--- src/rtl/frame_loader.sv ---
// frame_loader: packs 32-bit stream words MSB-first into 276-bit frames.
// Double-buffered: the next frame fills while the current one is presented.
//
// Ports:
//   clk, rst          clock, synchronous active-high reset
//   i_flush           synchronous clear of both buffers
//   i_word/i_valid    input word and its valid strobe
//   i_last            marks the final word of the stream
//   o_ready           word accepted this cycle when i_valid is also high
//   o_frame           presented frame, bit FRAME_W-1 received first
//   o_frame_bits      number of valid bits in o_frame
//   o_frame_valid     presented frame is valid and held stable
//   o_frame_last      presented frame was closed by i_last
//   i_frame_ack       slicer has consumed the presented frame
module frame_loader #(
  parameter  int FRAME_W         = 276,
  parameter  int WORD_W          = 32,
  localparam int WORDS_PER_FRAME = (FRAME_W + WORD_W - 1) / WORD_W
) (
  input  logic               clk,
  input  logic               rst,
  input  logic               i_flush,
  input  logic [WORD_W-1:0]  i_word,
  input  logic               i_valid,
  input  logic               i_last,
  output logic               o_ready,
  output logic [FRAME_W-1:0] o_frame,
  output logic [8:0]         o_frame_bits,
  output logic               o_frame_valid,
  output logic               o_frame_last,
  input  logic               i_frame_ack
);

  localparam int LAST_K    = WORDS_PER_FRAME - 1;
  localparam int LAST_BITS = FRAME_W - WORD_W * LAST_K;
  localparam int CNT_W     = $clog2(WORDS_PER_FRAME);

  logic [FRAME_W-1:0] fill_q;
  logic [CNT_W-1:0]   wcnt_q;
  logic               fill_full_q;
  logic [8:0]         fill_bits_q;
  logic               fill_last_q;

  logic               accept;
  logic               done;
  logic               load;
  logic [8:0]         bits_next;

  // The final word only contributes its top bits; the rest is dropped.
  logic unused_lsbs;
  assign unused_lsbs = ^i_word[WORD_W-LAST_BITS-1:0];

  assign o_ready = !fill_full_q;
  assign accept  = i_valid && !fill_full_q;
  assign done    = (int'(wcnt_q) == LAST_K) || i_last;
  assign load    = fill_full_q && (!o_frame_valid || i_frame_ack);

  always_comb begin
    bits_next = 9'((int'(wcnt_q) + 1) * WORD_W);
    if (int'(wcnt_q) == LAST_K)
      bits_next = 9'(FRAME_W);
  end

  always_ff @(posedge clk) begin
    if (rst || i_flush) begin
      fill_q        <= '0;
      wcnt_q        <= '0;
      fill_full_q   <= 1'b0;
      fill_bits_q   <= '0;
      fill_last_q   <= 1'b0;
      o_frame       <= '0;
      o_frame_bits  <= '0;
      o_frame_valid <= 1'b0;
      o_frame_last  <= 1'b0;
    end else begin
      // load and accept are exclusive: both depend on fill_full_q.
      if (load) begin
        o_frame       <= fill_q;
        o_frame_bits  <= fill_bits_q;
        o_frame_last  <= fill_last_q;
        o_frame_valid <= 1'b1;
        fill_full_q   <= 1'b0;
        fill_q        <= '0;
      end else if (o_frame_valid && i_frame_ack) begin
        o_frame_valid <= 1'b0;
      end

      if (accept) begin
        for (int k = 0; k < LAST_K; k++) begin
          if (int'(wcnt_q) == k)
            fill_q[FRAME_W-1-WORD_W*k -: WORD_W] <= i_word;
        end
        if (int'(wcnt_q) == LAST_K)
          fill_q[LAST_BITS-1:0] <= i_word[WORD_W-1 -: LAST_BITS];

        if (done) begin
          fill_full_q <= 1'b1;
          fill_bits_q <= bits_next;
          fill_last_q <= i_last;
          wcnt_q      <= '0;
        end else begin
          wcnt_q      <= wcnt_q + 1'b1;
        end
      end
    end
  end

endmodule
--- config.mk ---
export PLATFORM = sky130hd
export DESIGN_NAME = frame_loader
export DESIGN_NICKNAME = d
export VERILOG_FILES = /design/src/rtl/frame_loader.sv
export SDC_FILE = /design/constraint.sdc
export NUM_CORES = 1
export LEC_CHECK = 0
export CAP_MARGIN = 20
export CORE_ASPECT_RATIO = 0.7
export CORE_MARGIN = 2
export CORE_UTILIZATION = 35
export CTS_BUF_LIST = sky130_fd_sc_hd__clkbuf_16
export CTS_CLUSTER_SIZE = 8
export DETAILED_ROUTE_END_ITERATION = 10
export HOLD_SLACK_MARGIN = 0.03
export PLACE_DENSITY_LB_ADDON = 0.2
export SYNTH_ARGS = -nofsm -noshare
export SYNTH_HDL_FRONTEND = slang
export SYNTH_SLANG_ARGS = --single-unit
--- constraint.sdc ---
create_clock -name clk -period 1.95 [get_ports clk]
set_clock_uncertainty 0.2 [all_clocks]
set_input_delay 0.39 -clock clk [delete_from_list [all_inputs] [get_ports clk]]
set_output_delay 0.39 -clock clk [all_outputs]
set_load 0.05 [all_outputs]
==> reports/results.ini <==
[floorplan]
coreArea_sq_um=66500
rows=79
pin_count=326
fp.dieH_um=221
initial_core_util_pct=35.5
dieArea_sq_um=69500
die_x_um=314

[power]
powerDensity_nw_per_um2=856
p_switching_mw=6.12
finalPower_mw=25.8
internal_power_mw=19.6
ir_drop_uv=600
p_leak_nw=9.68
netSwitchingFraction_pct=23.8
power_frac_clock_pct=49.3
power_frac_seq_pct=45.5
combPwrFrac_pct=5.2

[sta]
fin_crit_sh_pct=98.6
rsz0062_at_grt=yes
setup_viol=0
tightest_slew_ns=0.614
fmax_ghz=0.520
hold_viol_final=0
final_max_slew_viol_count=0
max-slew-margin-rel_pct=59.1
period_needed_ns=1.92

[cts]
clk-insertion-delay-late_ns=0.63
cts_inserted_buffers=81
clock-sinks=570
cts_htree_levels=3
root_buffer=clkbuf_16
tritoncts=yes
clk_pin_slew_ns=0.05
clk_path_buf_depth=3

[worst_setup_path]
cp.required_ns=1.36
path_max_fanout=29
critical_path_class=reg -> out
cp.arrival_ns=1.33
critPathCaptureType=output port
startpoint_type=register

[drt]
drt_iter0_drc=3038
wire_per_inst_um=23.6
met2_length_mm=39.2
drc_errors=0
drt_pass1_iterations=6
routed_via_density=6.07
wl_met1_mm=39.5
wl_met3_mm=8.10
antenna_left=0
via_count=23000
top_layer_used=met4
wl_mm=89.7

[synthesis]
synth.avg_cell_area_sq_um=8.68
yosysSeqAreaShare_pct=48.4
ys_seq_elements=570
yosys.cell_types.count=34
yosysTopAreaCell=dfxtp_1
syn_area_sq_um=23600
yosys_warnings=0
synth_top_area_share_pct=48.4
syn_inst=2719
synthTopCellsByArea=dfxtp_1 (48%), a21oi_1 (12%), nand3_1 (12%), o221ai_1 (8.8%), o21ai_0 (6.0%)

[cells_and_area]
multi_input_area_sq_um=10100
fin_util_pct=45.2
post-route-cell-area_sq_um=30100
drive_gt1_share_pct=21.2
regArea_sq_um=11400
fin_cells=3800
syn2layout_area_growth_pct=27.5
fillers=6281
final_nets=2942

[min_path]
hold_path.class=reg -> reg

[grt]
grt_pass1_wl_mm=133
grt_max_degree=107
grt_pass1_vias=21300
grtUsageTotal_pct=24.4
grt_antenna_before_repair=4
grt-ovfl-total=0

[job]
max-cap-violations=0

[placement]
dp.cells=3704
io_buffer_count=322
dp_hpwl_mm=54.2
gp_congestion=0.825
dpl_cell_area_sq_um=27800

[status]
status=finished, final reports clean

## final timing paths
| path | startpoint | slack, ns | cells past startpoint | end |
|---|---|---|---|---|
| hold reg to reg | fill_q[253] | 0.26 | 2 | o_frame[253] |
| setup reg to reg | wcnt_q[0] | 0.03 | 6 | fill_q[13] |
| setup / recovery | fill_full_q | 0.03 | 2 | o_ready |
| hold / removal | fill_q[253] | 0.26 | 2 | o_frame[253] |
## layout by cell type (no fill, tap or decap), types with 3 or more instances in the layout
cell	netlist	final
clkinv_8	0	3
nand2_1	6	6
dfxtp_1	570	567
buf_12	0	95
inv_16	0	3
buf_4	42	366
buf_16	0	3
o221ai_1	236	236
nand3_1	560	560
buf_6	19	3
clkbuf_16	0	83
ha_1	4	4
nand4_1	3	3
nor2_1	5	4
a21oi_1	563	563
clkdlybuf4s50_1	0	37
o221ai_2	40	40
o21ai_0	284	284
conb_1	1	3
and3b_2	0	3
inv_1	3	4
nand3b_1	6	6
## cells by family after synthesis
| group | Yosys count | share of synthesized area, % |
|---|---|---|
| AO/OA/AOI/OAI | 1131 | 29.6 |
| AND/OR/NAND/NOR | 596 | 12.8 |
| flip-flops | 570 | 48.4 |
| buffers and inverters | 415 | 8.97 |
| adder cells (fa/ha/maj) | 4 | 0.212 |
| XOR/XNOR | 2 | 0.0743 |
| other | 1 | 0.0159 |
## cells in the mapped netlist
cell / instances
ha_1: 4
a21oi_2: 1
nor2b_1: 5
o32ai_1: 2
o221ai_1: 236
dfxtp_1: 570
nor2_1: 5
nand2_1: 6
and4_1: 1
a32o_1: 1
buf_4: 42
or2_2: 1
nand2b_1: 4
xnor2_1: 2
clkbuf_1: 144
nand3b_1: 6
buf_2: 195
nand3_1: 560
buf_1: 7
buf_6: 19
o221ai_2: 40
conb_1: 1
and3b_1: 4
o22ai_1: 1
o21ai_0: 284
o21a_1: 1
clkbuf_4: 4
a21oi_1: 563
a22oi_1: 1
o221a_2: 1
nand4_1: 3
inv_2: 1
or2_1: 1
inv_1: 3
## cell type report
| cell class | instances | share of cell area [%] |
|---|---|---|
| flip-flops and latches | 570 | 37.9 |
| clock buffers | 81 | 6.74 |
| repair buffers | 507 | 17.3 |
| clock inverters | 10 | 0.549 |
| diodes | 1 | 0.00832 |
| multi-input cells | 1736 | 33.7 |
| inverters | 4 | 0.104 |
| well taps | 891 | 3.71 |
## critical path, cell delays in order (launching register included)
cell and delay [ns]:
dfxtp_4 0.38, inv_16 0.15, buf_12 0.16
## power groups by stage
| stage | registers, mW | logic [mW] | clock network (mW) |
|---|---|---|---|
| 6_report | 11.7 | 1.34 | 12.7 |
| 3_3_place_gp | 12.0 | 1.29 | 0 |
| 2_1_floorplan | 11.9 | 0.579 | 0 |
| 5_1_grt | 11.7 | 1.39 | 13.4 |
| 3_5_place_dp | 12.0 | 1.30 | 0 |
| 4_1_cts | 11.7 | 1.31 | 12.9 |
## stage by stage
step                      setup WS (ns)  hold slack (ns)  setup TNS, ns
after floorplan                   0.112            0.240              0
after detailed placement         -0.283            0.256         -99.25
after global routing            -0.0682            0.287          -1.07
after CTS                       -0.0121            0.265        -0.0121
after global placement           -0.285            0.248         -82.22
final                            0.0267            0.265              0
## flip-flops by register name (all words and copies together) (netlist names)
signal,cells
fill_full_q,1
o_frame,276
o_frame_valid,1
o_frame_last,1
fill_q,276
o_frame_bits,5
fill_bits_q,5
fill_last_q,1
wcnt_q,4
## what timing repair did
action,in CTS,in global routing
setup buffers,2,0
pin swaps,0,0
gates resized for setup,4,11
hold buffers,0,0
endpoints found under the setup margin,19,93
cloned,0,2
## per-layer routing
layer | global-route usage (%) | vias up
met2 | 35.6 | 1182
met1 | 35.2 | 11200
met5 | 0 | -
met4 | 8.54 | 0
li1 | - | 10500
met3 | 5.28 | 174
No activity file was read; power rests on OpenSTA's default activity.
